===== config.mk =====
export PLATFORM = sky130hd
export DESIGN_NAME = ifu_fetch_flat
export DESIGN_NICKNAME = d
export VERILOG_FILES = /design/src/rtl/ifu_pkg.sv /design/src/rtl/ifu_fetch_if.sv /design/src/rtl/ifu_fetch.sv /design/src/flat_wrapper.sv
export SDC_FILE = /design/constraint.sdc
export NUM_CORES = 1
export LEC_CHECK = 0
export ABC_AREA = 1
export BUFFER_PORTS_ARGS = -buffer_cell sky130_fd_sc_hd__clkbuf_2
export CAP_MARGIN = 20
export CORE_UTILIZATION = 37
export CTS_CLUSTER_DIAMETER = 100
export CTS_CLUSTER_SIZE = 25
export DETAILED_ROUTE_END_ITERATION = 10
export PLACE_DENSITY = 0.66
export SYNTH_ARGS = -nofsm -noshare
export SYNTH_HDL_FRONTEND = slang
export SYNTH_SLANG_ARGS = --single-unit

===== constraint.sdc =====
create_clock -name clk -period 2.1 [get_ports clk]
set_input_delay 0.21 -clock clk [delete_from_list [all_inputs] [get_ports clk]]
set_output_delay 0.21 -clock clk [all_outputs]
set_load 0.01 [all_outputs]

===== src/rtl/ifu_pkg.sv =====
// Shared types and constants for the instruction fetch unit.
package ifu_pkg;

   typedef enum logic [1:0] {IDLE, REQ, WAIT, OUT} ifu_state_t;

   localparam logic [31:0] NOP_INST         = 32'h0000_0013;
   localparam logic [1:0]  RESP_OKAY        = 2'b00;
   localparam logic [31:0] DEFAULT_RESET_PC = 32'h8000_0000;

endpackage


===== src/rtl/ifu_fetch_if.sv =====
// AXI4-Lite read channel (AR/R) between the fetch unit and instruction memory.
interface ifu_fetch_if;

   logic [31:0] araddr;
   logic        arvalid;
   logic        arready;
   logic [31:0] rdata;
   logic [1:0]  rresp;
   logic        rvalid;
   logic        rready;

   modport master (
      output araddr, arvalid, rready,
      input  arready, rdata, rresp, rvalid
   );

   modport slave (
      input  araddr, arvalid, rready,
      output arready, rdata, rresp, rvalid
   );

endinterface


===== src/rtl/ifu_fetch.sv =====
// Single-outstanding instruction fetch: next PC in, one AR/R read, instruction
// plus PC out to the decoder. All handshake outputs come from registers only.
module ifu_fetch
   import ifu_pkg::*;
#(
   parameter logic [31:0] RESET_PC = DEFAULT_RESET_PC,
   parameter int unsigned TIMEOUT  = 255
) (
   input  logic               clk,
   input  logic               rst,
   input  logic [31:0]        pc_in,
   input  logic               pc_valid,
   output logic               pc_ready,
   ifu_fetch_if.master        mem,
   output logic [31:0]        inst,
   output logic [31:0]        inst_pc,
   output logic               inst_valid,
   input  logic               inst_ready,
   output logic               fetch_err,
   output logic [31:0]        fetch_cnt
);

   localparam logic [7:0] TO_MAX = 8'(TIMEOUT);

   ifu_state_t  state, state_n;
   logic [31:0] pc_r;
   logic        arvalid_r;
   logic [7:0]  to_cnt;

   assign pc_ready    = (state == IDLE);
   assign mem.rready  = (state == WAIT);
   assign inst_valid  = (state == OUT);
   assign mem.arvalid = arvalid_r;
   assign mem.araddr  = pc_r;

   always_ff @(posedge clk) begin
      if (rst) state <= REQ;
      else     state <= state_n;
   end

   always_comb begin
      state_n = state;
      case (state)
         IDLE: if (pc_valid)                  state_n = (pc_in[1:0] != 2'b00) ? OUT : REQ;
         REQ:  if (arvalid_r && mem.arready)  state_n = WAIT;
         WAIT: if (mem.rvalid || to_cnt == TO_MAX) state_n = OUT;
         OUT:  if (inst_ready)                state_n = IDLE;
         default:                             state_n = IDLE;
      endcase
   end

   // arvalid is registered off the next state so it stays low on the reset cycle
   always_ff @(posedge clk) begin
      if (rst) begin
         pc_r      <= RESET_PC;
         arvalid_r <= 1'b0;
         to_cnt    <= '0;
         inst      <= '0;
         inst_pc   <= '0;
         fetch_err <= 1'b0;
         fetch_cnt <= '0;
      end else begin
         arvalid_r <= (state_n == REQ);
         case (state)
            IDLE: if (pc_valid) begin
               pc_r <= pc_in;
               if (pc_in[1:0] != 2'b00) begin
                  inst      <= NOP_INST;
                  inst_pc   <= pc_in;
                  fetch_err <= 1'b1;
               end
            end
            REQ: if (arvalid_r && mem.arready) to_cnt <= '0;
            WAIT: begin
               // a beat landing on the timeout cycle still counts as data
               if (mem.rvalid) begin
                  inst      <= mem.rdata;
                  inst_pc   <= pc_r;
                  fetch_err <= (mem.rresp != RESP_OKAY);
               end else if (to_cnt == TO_MAX) begin
                  inst      <= NOP_INST;
                  inst_pc   <= pc_r;
                  fetch_err <= 1'b1;
               end else begin
                  to_cnt <= to_cnt + 8'd1;
               end
            end
            OUT: if (inst_ready) fetch_cnt <= fetch_cnt + 32'd1;
            default: ;
         endcase
      end
   end

endmodule


===== src/flat_wrapper.sv =====
// flat-port wrapper written by rule: the top's interface ports become plain ports
module ifu_fetch_flat import ifu_pkg::*;
#(
   parameter logic [31:0] RESET_PC = DEFAULT_RESET_PC,
   parameter int unsigned TIMEOUT  = 255
)
  (clk, rst, pc_in, pc_valid, pc_ready, inst, inst_pc, inst_valid, inst_ready, fetch_err, fetch_cnt, mem_araddr, mem_arvalid, mem_rready, mem_arready, mem_rdata, mem_rresp, mem_rvalid);
  ifu_fetch_if mem_i ();
  input  logic clk;
  input  logic rst;
  input  logic [31:0] pc_in;
  input  logic pc_valid;
  output logic pc_ready;
  output logic [31:0] inst;
  output logic [31:0] inst_pc;
  output logic inst_valid;
  input  logic inst_ready;
  output logic fetch_err;
  output logic [31:0] fetch_cnt;
  output wire logic [$bits(mem_i.araddr)-1:0] mem_araddr;
  output wire logic [$bits(mem_i.arvalid)-1:0] mem_arvalid;
  output wire logic [$bits(mem_i.rready)-1:0] mem_rready;
  input wire logic [$bits(mem_i.arready)-1:0] mem_arready;
  input wire logic [$bits(mem_i.rdata)-1:0] mem_rdata;
  input wire logic [$bits(mem_i.rresp)-1:0] mem_rresp;
  input wire logic [$bits(mem_i.rvalid)-1:0] mem_rvalid;
  assign mem_araddr = mem_i.araddr;
  assign mem_arvalid = mem_i.arvalid;
  assign mem_rready = mem_i.rready;
  assign mem_i.arready = mem_arready;
  assign mem_i.rdata = mem_rdata;
  assign mem_i.rresp = mem_rresp;
  assign mem_i.rvalid = mem_rvalid;
  ifu_fetch #(.RESET_PC(RESET_PC), .TIMEOUT(TIMEOUT)) u_core (.clk(clk), .rst(rst), .pc_in(pc_in), .pc_valid(pc_valid), .pc_ready(pc_ready), .mem(mem_i), .inst(inst), .inst_pc(inst_pc), .inst_valid(inst_valid), .inst_ready(inst_ready), .fetch_err(fetch_err), .fetch_cnt(fetch_cnt));
endmodule

Word level (Yosys, flattened, before mapping)
Cells that the tools add are included.

storage, ports and cells
  register bits = 140
  output and inout port bits = 133
  input port bits = 72
  logic and storage cells = 57

cells by class
  $add $sub $neg = 2
  reductions and logical operators = 11
  equal/unequal tests = 11
  multiplexer cells = 25

operator list
  cell                                                   count
  2-to-1 mux 32 bit                                      8
  case mux 32 bit (2 select lines)                       2
  adder 32 x 1 -> 32 bit, second input constant          1
  2-to-1 mux 8 bit                                       3
  case mux 8 bit (2 select lines)                        1
  2-to-1 mux 2 bit                                       5
  adder 8 x 1 -> 8 bit, second input constant            1
  == test 8 bit, second input constant                   1
  case mux 2 bit (4 select lines)                        1
  AND reduction 4 bit                                    2
  nonzero test 2 bit                                     4
  inequality test 2 bit, second input constant           3
  == test 2 x 1 -> 1 bit, second input constant          2
  == test 2 bit, second input constant                   2
  2-to-1 mux 1 bit                                       4
  inequality test 2 x 1 -> 1 bit, second input constant  2
  AND reduction 2 bit                                    2
  inequality test 3 x 1 -> 1 bit, second input constant  1
  zero test 2 bit                                        1
  case mux 1 bit (2 select lines)                        1
  logical AND 1 bit                                      1
  logical OR 1 bit                                       1

Depth between registers and ports, before layout
Gate-level depths: netlist of the first run.

  word-level depth = 5
  gate-level depth with buffers = 10
  mapped depth without buffers = 10

Worst setup path after synthesis of the first run
No wires, ideal clock.

  path kind = register -> register
  start point = reg u_core.state[0]
  end point = reg u_core.inst_pc[27]
  library setup time = 113 ps
  data required time = 1,987 ps
  path buffers = 2
  path slack = 531 ps
  stages on the path, launching flop included = 11
  clock period less this slack = 1,569 ps
  arrival = 1,456 ps
  cell sequence = dfxtp_1 > nor2_1 > nand2_2 > inv_2 > o21ai_2 > nand3_1 > buf_4 > buf_6 > nand3_1 > nand2_1 > nor2_1

between the ends
  word-level cells in the longest chain between the ends = 3
  elaborated cells on any way between the ends = 8
  classes of those cells = eq/ne: 4; mux: 1; reduce/logical: 3

ends and longest elaborated chain
  element                                                                 line                source
  from (decl)                                                             ifu_fetch.sv:25     ifu_state_t state, state_n;
  from (signal assigned)                                                  ifu_fetch.sv:38     else state <= state_n;
  zero test 2 bit *                                                       --
  via pc_ready                                                            flat_wrapper.sv:13  output logic pc_ready;
  inequality test 2 x 1 -> 1 bit (no line), or another cell as far along  --
  AND reduction 4 bit (no line)                                           --
  to (signal assigned)                                                    ifu_fetch.sv:69     inst_pc <= pc_in;
  to (signal assigned)                                                    ifu_fetch.sv:78     inst_pc <= pc_r;
  to (signal assigned)                                                    ifu_fetch.sv:82     inst_pc <= pc_r;
  to (decl)                                                               ifu_fetch.sv:16     output logic [31:0] inst_pc,

Mark *: on every way through the listed nets, which the timed path passes. The rest lies on a longest branch.
A chain may end at the register's enable or synchronous reset.

Worst setup path in the final report of the first run
  start point = reg u_core.state[0]
  end point = reg u_core.fetch_cnt[20]

between the ends
  word-level cells in the longest chain between the ends = 2

ends and longest elaborated chain
  element                        line             source
  == test 2 bit                  ifu_fetch.sv:64  case (state)
  AND reduction 2 bit (no line)  --
  to (signal assigned)           ifu_fetch.sv:88  OUT: if (inst_ready) fetch_cnt <= fetch_cnt + 32'd1;
  to (decl)                      ifu_fetch.sv:20  output logic [31:0] fetch_cnt

No other way between the ends.

==> results by group, run 1 <==
STA
  • Final critical-path setup slack: 323 ps
  • Post-route clock period utilization: 84.6%
  • Worst-case clock skew: 11.9 ps
  • Worst-case hold slack: 16.6 ps
  • Transition time at the pin with the least slew margin: 508 ps
  • Number of setup violations in the final report: 0
  • Final hold violation count: 0
  • Max Clock Freq: 0.563 GHz
  • Total negative slack for setup checks: 0 ps
  • Max-slew violation count: 0
  • Setup repair after global routing missed its margin: false
  • Slew headroom: 66.1%
  • Min Clock Period, post-route: 1780 ps

Drt
  • WL/cell: 13.0 µm
  • Via-to-Cell Ratio: 4.78
  • Number of nets with antenna violations after routing: 0
  • Via total after detailed routing: 6190
  • Count of routing violations after the opening detailed-route iteration: 308
  • Remaining routing DRC violations: 0
  • First-pass DRT Iterations: 5
  • Total wirelength of the detailed-routed design: 16800 µm

Pwr
  • Reg power frac: 40.3%
  • Switching portion of total power: 29.4%
  • Leakage power of the design: 0.00357 µW
  • Switching power: 2300 µW
  • Proportion of power drawn by combinational gates: 18.7%
  • Power density normalized to cell area: 995 nW/µm²
  • Clk pwr share: 41.0%
  • Internal power summed over all cells: 5530 µW
  • VDD IR-drop max: 0.000558 V

Final layout
  • Area of the multi-input gates: 2790 µm²
  • Register Area: 2800 µm²
  • Nets@finish: 1141
  • Fill cell instance count of the final layout: 1634
  • Post-layout instance area: 7870 µm²
  • Ant. Diodes: 0
  • Proportion of layout cells with a drive suffix above 1: 24.4%
  • Post-synthesis to final-layout area growth: 30.4%

Yosys
  • Unique cell type count in the Yosys netlist: 30
  • Flip-flop and latch count after synthesis: 140
  • Leading post-synthesis cells by cell area: sky130_fd_sc_hd__dfxtp_1, sky130_fd_sc_hd__nand2_1, sky130_fd_sc_hd__nor2_1
  • Post-synthesis cell type with the largest combined area: sky130_fd_sc_hd__dfxtp_1
  • Primary flip-flop cell chosen by synthesis mapping: sky130_fd_sc_hd__dfxtp_1
  • Count of flip-flops with a built-in enable after synthesis: 0
  • Average size of a mapped cell: 6.86 µm²
  • Area share of the largest cell type after synthesis: 46.4%
  • Commonest cells in the netlist: sky130_fd_sc_hd__nand2_1, sky130_fd_sc_hd__nor2_1, sky130_fd_sc_hd__dfxtp_1
  • Synthesized instance count: 880
  • Warnings, synthesis: 0
  • Fraction of synthesis flops using an asynchronous set or reset pin: 0%
  • Summed instance area of the synthesized netlist: 6030 µm²
  • Dominant cell by count in the synthesized netlist: sky130_fd_sc_hd__nand2_1
  • Nets in the synthesized netlist: 954
  • Sequential share of the synthesized area: 46.4%

Critical path
  • Critical register-to-register path endpoint: u_core.fetch_cnt[20]$_SDFFE_PP0P_
  • Arrival time of the worst setup path: 2080 ps
  • Startpoint types: flop
  • Minimum setup slack among reg-to-reg paths: 320 ps
  • Critical Path RT: 2410 ps
  • Highest fanout seen on the critical path: 8
  • Launch point of the worst reg-to-reg path: u_core.state[0]$_SDFF_PP1_
  • Start-to-end type of the worst setup path: flop to flop
  • Sort of element at the end of the critical path: flop
  • Number of cells traversed by the worst register-to-register path: 8

CTS
  • Setup bufs post-CTS: 0
  • Clock tree root buffer cell: sky130_fd_sc_hd__clkbuf_16
  • CTS tree: done
  • Clock network latency to the later pin of the worst-skew pair: 420 ps
  • CTS Buf Count: 17
  • H-Tree Level Count: 4
  • # resized after CTS: 0
  • Number of clock sinks: 140
  • Maximum clock path buffer count: 2
  • Clock Pin Slew Worst Setup and Hold Paths: 70 ps
  • Cts-stage hold buffer count: 0

Placement
  • Place WS: 314 ps
  • Weighted congestion at the end of routability-driven global placement: 0.831
  • Post-detailed-placement cell area: 7240 µm²
  • IO Port Bufs: 204
  • Detailed placement HPWL: 11400 µm

Global routing
  • Global-route wire length before repair: 26200 µm
  • Number of global-route vias before repair: 5335
  • Number of antenna violations at the first check in global routing: 1
  • Pin count of the biggest net entering global routing: 89
  • Total routing usage reported by global routing: 19.8%
  • Sum of overflow across all layers after global routing: 0

Hold path
  • Number of instances on the worst hold path: 3
  • Terminating pin of the worst hold path: u_core.inst[29]$_SDFFE_PP0P_
  • Worst hold path type: input port to flop
  • Origin of the worst min-delay path: mem_rdata[29]

Status
  • Run status: completed

Floorplanning
  • Die Wd: 130 µm
  • DIE HEIGHT: 130 µm
  • Starting density of the core: 38.0%
  • Total I/O pin count: 205
  • Die outline area: 16800 µm²
  • Std-Cell Core Area: 15900 µm²
  • Standard-cell rows: 46

Job
  • Max cap viols: 0
==> layout make-up <==
class / instances / share of cell area (%)
Clock buffer: 19 / 5.63
Clock inverter: 12 / 2.40
Inverter: 62 / 2.96
Multi-Input combinational cell: 629 / 35.4
Sequential cell: 140 / 35.6
Tap cell: 216 / 3.43
Timing Repair Buffer: 217 / 14.5
==> metal layers <==
metal / up-vias / track usage, % / wire length [µm]
li1: 3225 / - / -
met1: 2770 / 25.6 / 7690
met2: 176 / 30.7 / 7740
met3: 19 / 6.85 / 1120
met4: 0 / 7.25 / 259
met5: - / 0 / 0
==> flip-flops by register name, summed over array words and instances (netlist names) <==
signal,flops
u_core.fetch_err,1
u_core.inst_pc,32
u_core.to_cnt,8
u_core.fetch_cnt,32
u_core.state,2
u_core.mem.araddr,32
u_core.inst,32
u_core.mem.arvalid,1
==> power groups by stage <==
stage | combinational [µW] | clock (µW) | sequential (µW)
floorplan | 769 | 0 | 3320
global placement | 1470 | 0 | 3200
detailed placement | 1480 | 0 | 3210
CTS | 1480 | 3280 | 3160
global route | 1660 | 3390 | 3200
finish | 1470 | 3210 | 3150
==> cells by family after synthesis <==
family                   count (synthesis)  synth area share (%)
AO/OA/AOI/OAI                          122                  10.3
XOR/XNOR                                 4                 0.581
buffers and inverters                  111                  7.40
AND/OR/NAND/NOR                        501                  34.9
adder cells (fa/ha/maj)                  2                 0.415
flip-flops                             140                  46.4
==> how the worst max path moves through the flow <==
stage,from,endpoint,slack [ps]
finish,u_core.state[0]$_SDFF_PP1_,u_core.fetch_cnt[20]$_SDFFE_PP0P_,320
global route,u_core.state[0]$_SDFF_PP1_,u_core.fetch_cnt[20]$_SDFFE_PP0P_,120
CTS,u_core.state[0]$_SDFF_PP1_,u_core.fetch_cnt[20]$_SDFFE_PP0P_,310
detailed placement,u_core.state[0]$_SDFF_PP1_,u_core.fetch_cnt[20]$_SDFFE_PP0P_,310
global placement,u_core.state[0]$_SDFF_PP1_,u_core.fetch_cnt[20]$_SDFFE_PP0P_,350
floorplan,u_core.state[0]$_SDFF_PP1_,u_core.inst_pc[27]$_SDFFE_PP0P_,530
==> placed cells by master, fill, tap and decap left out <==
cell type	count
sky130_fd_sc_hd__inv_1	56
sky130_fd_sc_hd__nand4_2	1
sky130_fd_sc_hd__nor2_4	1
sky130_fd_sc_hd__nor2_2	3
sky130_fd_sc_hd__nand2_2	1
sky130_fd_sc_hd__nand2_1	205
sky130_fd_sc_hd__xnor2_1	2
sky130_fd_sc_hd__clkinv_4	6
sky130_fd_sc_hd__o21ai_1	6
sky130_fd_sc_hd__nand3_2	2
sky130_fd_sc_hd__o21ai_0	53
sky130_fd_sc_hd__nand4_1	42
sky130_fd_sc_hd__o21ai_2	1
sky130_fd_sc_hd__clkbuf_8	1
sky130_fd_sc_hd__buf_12	2
sky130_fd_sc_hd__xor2_1	2
sky130_fd_sc_hd__buf_4	11
sky130_fd_sc_hd__or2_2	1
sky130_fd_sc_hd__clkinvlp_4	1
sky130_fd_sc_hd__ha_1	2
sky130_fd_sc_hd__clkbuf_16	17
sky130_fd_sc_hd__nor2_1	179
sky130_fd_sc_hd__bufinv_16	4
sky130_fd_sc_hd__clkbuf_2	204
sky130_fd_sc_hd__a21oi_1	59
sky130_fd_sc_hd__nand3_1	57
sky130_fd_sc_hd__o21bai_1	1
sky130_fd_sc_hd__dfxtp_1	140
sky130_fd_sc_hd__inv_6	1
sky130_fd_sc_hd__clkbuf_1	1
sky130_fd_sc_hd__inv_2	6
sky130_fd_sc_hd__o211ai_1	1
sky130_fd_sc_hd__a31oi_1	1
sky130_fd_sc_hd__nor3_1	9
==> worst max-delay path, cell delays in order, from the launching register on <==
cell                      delay [ps]
sky130_fd_sc_hd__dfxtp_1         460
sky130_fd_sc_hd__nand3_2         200
sky130_fd_sc_hd__nor2_2          160
sky130_fd_sc_hd__nand2_1         120
sky130_fd_sc_hd__nor2_2          300
sky130_fd_sc_hd__buf_4           200
sky130_fd_sc_hd__nand2_1          60
sky130_fd_sc_hd__o21ai_1         110
sky130_fd_sc_hd__a21oi_1          50
==> through the flow <==
stage	util (%)	power [µW]	std cells
after floorplan	-	4090	880
after global placement	45.6	4670	1264
after detailed placement	45.6	4690	1264
after CTS	49.6	7910	1295
after global routing	49.6	8250	1295
final	49.6	7830	1295
Note: power is estimated with default switching activity, not from simulation.
==> inputs of run 2 (changes only) <==
--- a/config.mk
+++ b/config.mk
@@ -12,7 +12,7 @@
 export CTS_CLUSTER_DIAMETER = 100
 export CTS_CLUSTER_SIZE = 25
 export DETAILED_ROUTE_END_ITERATION = 10
-export PLACE_DENSITY = 0.66
+export PLACE_DENSITY = 0.68
 export SYNTH_ARGS = -nofsm -noshare
 export SYNTH_HDL_FRONTEND = slang
 export SYNTH_SLANG_ARGS = --single-unit
==> constraint.sdc (replaced) <==
create_clock -name clk -period 1.6 [get_ports clk]
set_input_delay 0.16 -clock clk [delete_from_list [all_inputs] [get_ports clk]]
set_output_delay 0.16 -clock clk [all_outputs]
set_load 0.01 [all_outputs]
==> run 2 against run 1 <==
- flip-flop and latch count did not move
- via count up 5.2%
- fmax rose by 15%
- first-iteration DRC count shrank 14%
- critical path depth decreased by 1
- clock power increased by 20%
- total power increased by 30%
- die area unchanged
- largest power group is now sequential cells
==> results by group, run 2 (same netlist as run 1, synthesis figures left out) <==
STA
  • Number of setup violations in the final report: 0
  • Max Clock Freq: 0.649 GHz
  • Total negative slack for setup checks: 0 ps
  • Transition time at the pin with the least slew margin: 427 ps
  • Slew headroom: 71.3%
  • Worst-case clock skew: 5.07 ps
  • Post-route clock period utilization: 96.4%
  • Max-slew violation count: 0
  • Min Clock Period, post-route: 1540 ps
  • Worst-case hold slack: 12.0 ps
  • Final hold violation count: 0

Critical path
  • Critical Path RT: 1950 ps
  • Launch point of the worst reg-to-reg path: u_core.to_cnt[5]$_SDFFE_PP0P_
  • Highest fanout seen on the critical path: 26
  • Startpoint types: flop
  • Sort of element at the end of the critical path: flop
  • Number of cells traversed by the worst register-to-register path: 7
  • Critical register-to-register path endpoint: u_core.inst_pc[1]$_SDFFE_PP0P_
  • Arrival time of the worst setup path: 1890 ps
  • Start-to-end type of the worst setup path: flop to flop
  • Minimum setup slack among reg-to-reg paths: 60 ps

Drt
  • Via total after detailed routing: 6510
  • Count of routing violations after the opening detailed-route iteration: 266
  • Via-to-Cell Ratio: 4.79
  • WL/cell: 13.3 µm
  • Remaining routing DRC violations: 0
  • Total wirelength of the detailed-routed design: 18100 µm
  • First-pass DRT Iterations: 5
  • Number of nets with antenna violations after routing: 0

Final layout
  • Most used cells in the layout excluding fill and tap cells: sky130_fd_sc_hd__clkbuf_2, sky130_fd_sc_hd__nand2_1, sky130_fd_sc_hd__nor2_1, sky130_fd_sc_hd__dfxtp_1, sky130_fd_sc_hd__a21oi_1
  • Proportion of layout cells with a drive suffix above 1: 26.6%
  • Most common cell after layout, fill and taps aside: sky130_fd_sc_hd__clkbuf_2
  • Post-Route Utilization: 53.8%
  • Post-synthesis to final-layout area growth: 41.6%
  • Ant. Diodes: 0
  • Nets@finish: 1204
  • Post-route insts no fill: 1359

Global routing
  • Sum of overflow across all layers after global routing: 0
  • Met3 Use GR: 6.60%
  • Number of global-route vias before repair: 5625
  • Total routing usage reported by global routing: 20.4%
  • Global routing's busiest layer: met2
  • Number of antenna violations at the first check in global routing: 0
  • Global-route wire length before repair: 27000 µm
  • Global-route met2 utilization: 34.8%
  • Pin count of the biggest net entering global routing: 73
  • Routing usage on met1: 23.9%

Placement
  • Placed instance count: 1288
  • Detailed placement HPWL: 11800 µm
  • Weighted congestion at the end of routability-driven global placement: 0.839
  • IO Port Bufs: 204

Floorplanning
  • Total I/O pin count: 205
  • Standard-cell rows: 46
  • Die Wd: 130 µm
  • Die outline area: 16800 µm²
  • Std-Cell Core Area: 15900 µm²
  • DIE HEIGHT: 130 µm
  • Starting density of the core: 38.0%

CTS
  • Clock network latency to the later pin of the worst-skew pair: 420 ps
  • Maximum clock path buffer count: 2
  • Clock Pin Slew Worst Setup and Hold Paths: 60 ps
  • Clock tree root buffer cell: sky130_fd_sc_hd__clkbuf_16
  • CTS Buf Count: 17
  • Number of clock sinks: 140
  • H-Tree Level Count: 4
  • CTS tree: done

Pwr
  • VDD IR-drop max: 0.000790 V
  • Total power after layout: 10200 µW
  • Power density normalized to cell area: 1190 nW/µm²
  • Leakage power of the design: 0.00389 µW

Hold path
  • Number of instances on the worst hold path: 3
  • Origin of the worst min-delay path: pc_in[16]
  • Worst hold path type: input port to flop
  • Terminating pin of the worst hold path: u_core.mem.araddr[16]$_SDFFE_PP0P_

Status
  • Run status: completed

Job
  • Max cap viols: 0
==> run 2: cell count changes in the layout (fill, tap and decap cells not counted), sizes merged <==
cell / delta
buf: +28
bufinv: -2
clkbuf: +3
clkinv: +2
dlygate4sd3: +34
inv: -1
==> run 2: cell type report <==
class	count	area, µm²
repair buffers	280	1810
multi-input cells	629	2840
well taps	216	270
fillers	1537	7340
inverters	62	233
flip-flops and latches	140	2810
clock buffers	21	460
clock inverters	11	119
==> run 2: how the worst max path moves through the flow <==
stage          depth (start not counted)                              end                           from
3_5_place_dp                           9  u_core.inst_pc[11]$_SDFFE_PP0P_     u_core.state[0]$_SDFF_PP1_
4_1_cts                                4                       mem_rready     u_core.state[1]$_SDFF_PP0_
2_1_floorplan                         10  u_core.inst_pc[27]$_SDFFE_PP0P_     u_core.state[0]$_SDFF_PP1_
6_report                               7   u_core.inst_pc[1]$_SDFFE_PP0P_  u_core.to_cnt[5]$_SDFFE_PP0P_
5_1_grt                                7   u_core.inst_pc[1]$_SDFFE_PP0P_  u_core.to_cnt[5]$_SDFFE_PP0P_
3_3_place_gp                           8   u_core.inst_pc[1]$_SDFFE_PP0P_     u_core.state[0]$_SDFF_PP1_
==> run 2: critical path: stages, from the launching register on <==
cell and delay [ps]:
sky130_fd_sc_hd__dfxtp_1 390, sky130_fd_sc_hd__nand2_1 90, sky130_fd_sc_hd__nor2_1 220, sky130_fd_sc_hd__nand4_4 140, sky130_fd_sc_hd__nand3_4 170, sky130_fd_sc_hd__buf_12 180, sky130_fd_sc_hd__nand2_1 130, sky130_fd_sc_hd__a21oi_1 140
==> run 2: where the power goes <==
part / leakage (µW) / internal, µW / switching (µW)
Sequential: 0.00113 / 3890 / 276
Combinational: 0.00247 / 892 / 1280
Clock: 0.000287 / 2370 / 1490
Total: 0.00389 / 7150 / 3040
==> run 2: repair_timing <==
item                                    4_1_cts  5_1_grt
hold endpoints to repair                     34        0
hold buffers                                 34        0
cloned                                        0        1
endpoints found under the setup margin        8       78
setup buffers                                 0        4
pin swaps                                     0        2
gates resized for setup                       3       19
==> run 2: per-layer routing <==
layer	wire, µm	up-vias	share of wire, %
li1	-	3344	-
met1	7820	2931	43
met2	8640	213	48
met3	1320	22	7.3
met4	336	0	1.9
met5	0	-	0
==> run 2: per-stage QoR <==
stage          area [µm²]  setup slack (ps)
2_1_floorplan        6030              31.1
3_3_place_gp         7490              5.78
3_5_place_dp         7490             -3.19
4_1_cts              8420              4.25
5_1_grt              8540             -18.2
6_report             8540              58.0
==> inputs of run 3 (changes only) <==
--- a/config.mk
+++ b/config.mk
@@ -13,6 +13,7 @@
 export CTS_CLUSTER_SIZE = 25
 export DETAILED_ROUTE_END_ITERATION = 10
 export PLACE_DENSITY = 0.68
+export REMOVE_ABC_BUFFERS = 1
 export SYNTH_ARGS = -nofsm -noshare
 export SYNTH_HDL_FRONTEND = slang
 export SYNTH_SLANG_ARGS = --single-unit
==> run 3 against run 2 <==
- largest power group is now clock
- count of clock-buffer cells in the layout shrank 4
- flip-flop and latch count is the same
- setup slack lost 42 ps
- sequential share of layout area shrank 2.0 points
- via count grew 1.9%
- final cell count grew 2.3%
- global-route usage grew 0.55 points
==> results by group, run 3 (same netlist as run 1, synthesis figures left out) <==
Status
  • Run status: completed

Floorplanning
  • Die Wd: 130 µm
  • Std-Cell Core Area: 15900 µm²
  • Total I/O pin count: 205
  • DIE HEIGHT: 130 µm
  • Die outline area: 16800 µm²
  • Standard-cell rows: 46
  • Starting density of the core: 38.0%

Drt
  • Total wirelength of the detailed-routed design: 18800 µm
  • First-pass DRT Iterations: 4
  • Via-to-Cell Ratio: 4.77
  • WL/cell: 13.6 µm
  • Via total after detailed routing: 6634
  • Number of nets with antenna violations after routing: 0
  • Remaining routing DRC violations: 0
  • Count of routing violations after the opening detailed-route iteration: 281

STA
  • Max Clock Freq: 0.631 GHz
  • Slew headroom: 72.1%
  • Worst-case clock skew: 11.5 ps
  • Setup repair after global routing missed its margin: true
  • Max-slew violation count: 0
  • Number of setup violations in the final report: 0
  • Post-route clock period utilization: 99.0%
  • Worst-case hold slack: 13.3 ps
  • Min Clock Period, post-route: 1580 ps
  • Final critical-path setup slack: 16.4 ps
  • Transition time at the pin with the least slew margin: 415 ps
  • Final hold violation count: 0

Critical path
  • Minimum setup slack among reg-to-reg paths: 20 ps
  • Start-to-end type of the worst setup path: flop to flop
  • Highest fanout seen on the critical path: 9
  • Number of cells traversed by the worst register-to-register path: 9
  • CP Launch Point: u_core.state[0]$_SDFF_PP1_
  • Launch point of the worst reg-to-reg path: u_core.state[0]$_SDFF_PP1_
  • Sort of element at the end of the critical path: flop
  • Critical register-to-register path endpoint: u_core.inst_pc[18]$_SDFFE_PP0P_
  • Critical Path RT: 1920 ps
  • Arrival time of the worst setup path: 1900 ps
  • Startpoint types: flop

CTS
  • Number of clock sinks: 140
  • CTS tree: done
  • Clock Pin Slew Worst Setup and Hold Paths: 60 ps
  • CTS Buf Count: 17
  • Clock tree root buffer cell: sky130_fd_sc_hd__clkbuf_16
  • H-Tree Level Count: 4
  • Maximum clock path buffer count: 2
  • Clock network latency to the later pin of the worst-skew pair: 420 ps

Placement
  • IO Port Bufs: 204
  • Weighted congestion at the end of routability-driven global placement: 0.801
  • Place WS: -5.65 ps
  • Detailed placement HPWL: 11800 µm

Global routing
  • Number of antenna violations at the first check in global routing: 0
  • Sum of overflow across all layers after global routing: 0
  • Number of global-route vias before repair: 5812
  • Global-route wire length before repair: 27600 µm
  • Pin count of the biggest net entering global routing: 47
  • Total routing usage reported by global routing: 21.0%

Final layout
  • Most common cell after layout, fill and taps aside: sky130_fd_sc_hd__clkbuf_2
  • Fill cell instance count of the final layout: 1501
  • Proportion of layout cells with a drive suffix above 1: 29.5%
  • Area of the multi-input gates: 2920 µm²
  • Most used cells in the layout excluding fill and tap cells: sky130_fd_sc_hd__clkbuf_2, sky130_fd_sc_hd__nand2_1, sky130_fd_sc_hd__nor2_1, sky130_fd_sc_hd__dfxtp_1, sky130_fd_sc_hd__a21oi_1
  • Register Area: 2810 µm²
  • Nets@finish: 1235
  • Ant. Diodes: 0
  • Post-synthesis to final-layout area growth: 50.5%

Hold path
  • Number of instances on the worst hold path: 3
  • Worst hold path type: input port to flop
  • Origin of the worst min-delay path: pc_in[22]
  • Terminating pin of the worst hold path: u_core.mem.araddr[22]$_SDFFE_PP0P_

Pwr
  • Power density normalized to cell area: 1220 nW/µm²
  • Leakage power of the design: 0.00415 µW
  • VDD IR-drop max: 0.000749 V

Job
  • Max cap viols: 0
-- run 3: changes by cell type in the layout (fill, tap and decap cells not counted), moves of 3 or more --
cell,delta
sky130_fd_sc_hd__buf_6,+3
sky130_fd_sc_hd__clkbuf_16,+4
sky130_fd_sc_hd__dlygate4sd3_1,+3
sky130_fd_sc_hd__buf_4,+18
sky130_fd_sc_hd__bufinv_16,+4
sky130_fd_sc_hd__nand3_1,-9
sky130_fd_sc_hd__nand3_2,+11
-- run 3: metal layers --
layer	GRT usage [%]	wire (µm)
met1	24.7	8550
met5	0	0
met3	6.07	1070
met4	8.07	315
met2	36.0	8910
-- run 3: layout make-up --
type                    instances  share of cell area, %
repair buffers                310                   24.0
flip-flops and latches        140                   30.9
well taps                     216                   2.98
clock inverters                15                   2.70
clock buffers                  17                   4.69
multi-input cells             630                   32.1
inverters                      62                   2.59
-- run 3: report_power, final --
part / total [µW] / switching, µW / internal, µW
logic: 2480 / 1390 / 1080
clock network: 4510 / 1580 / 2930
registers: 4140 / 249 / 3890
-- run 3: per-stage QoR --
step / power, µW / cell area (µm²) / instances / utilization, % / setup TNS (ps)
6_report: 11100 / 9080 / 1390 / 57.2 / 0
5_1_grt: 11600 / 9080 / 1390 / 57.2 / -1390
4_1_cts: 10900 / 8710 / 1372 / 54.8 / 0
3_5_place_dp: 6250 / 7600 / 1300 / 47.8 / -8.78
3_3_place_gp: 6220 / 7600 / 1300 / 47.8 / 0
2_1_floorplan: 5290 / 5820 / 831 / - / -95120
-- run 3: worst max path at each step --
stage	to	slack, ps	depth (start not counted)
floorplan	u_core.fetch_err$_SDFFE_PP0P_	-1860	7
global placement	u_core.to_cnt[7]$_SDFFE_PP0P_	50	9
detailed placement	u_core.inst_pc[23]$_SDFFE_PP0P_	-6	10
global route	u_core.inst_pc[7]$_SDFFE_PP0P_	-70	9
finish	u_core.inst_pc[18]$_SDFFE_PP0P_	20	9
CTS	u_core.inst_pc[2]$_SDFFE_PP0P_	10	10
-- run 3: what timing repair did --
action                                  CTS  global route
hold buffers                             37             0
pin swaps                                 1             5
endpoints found under the setup margin   14            73
setup buffers                             2            12
gates cloned                              1             6
hold endpoints to repair                 37             0
gates resized for setup                   6            40
-- run 3: critical path, cell delays in order (launching register included) --
cell	delay, ps
sky130_fd_sc_hd__dfxtp_2	330
sky130_fd_sc_hd__buf_6	120
sky130_fd_sc_hd__nor2_4	170
sky130_fd_sc_hd__buf_6	130
sky130_fd_sc_hd__nand4_4	160
sky130_fd_sc_hd__nand3_4	200
sky130_fd_sc_hd__clkbuf_16	200
sky130_fd_sc_hd__nand3_1	70
sky130_fd_sc_hd__nand2_1	60
sky130_fd_sc_hd__nor2_1	40
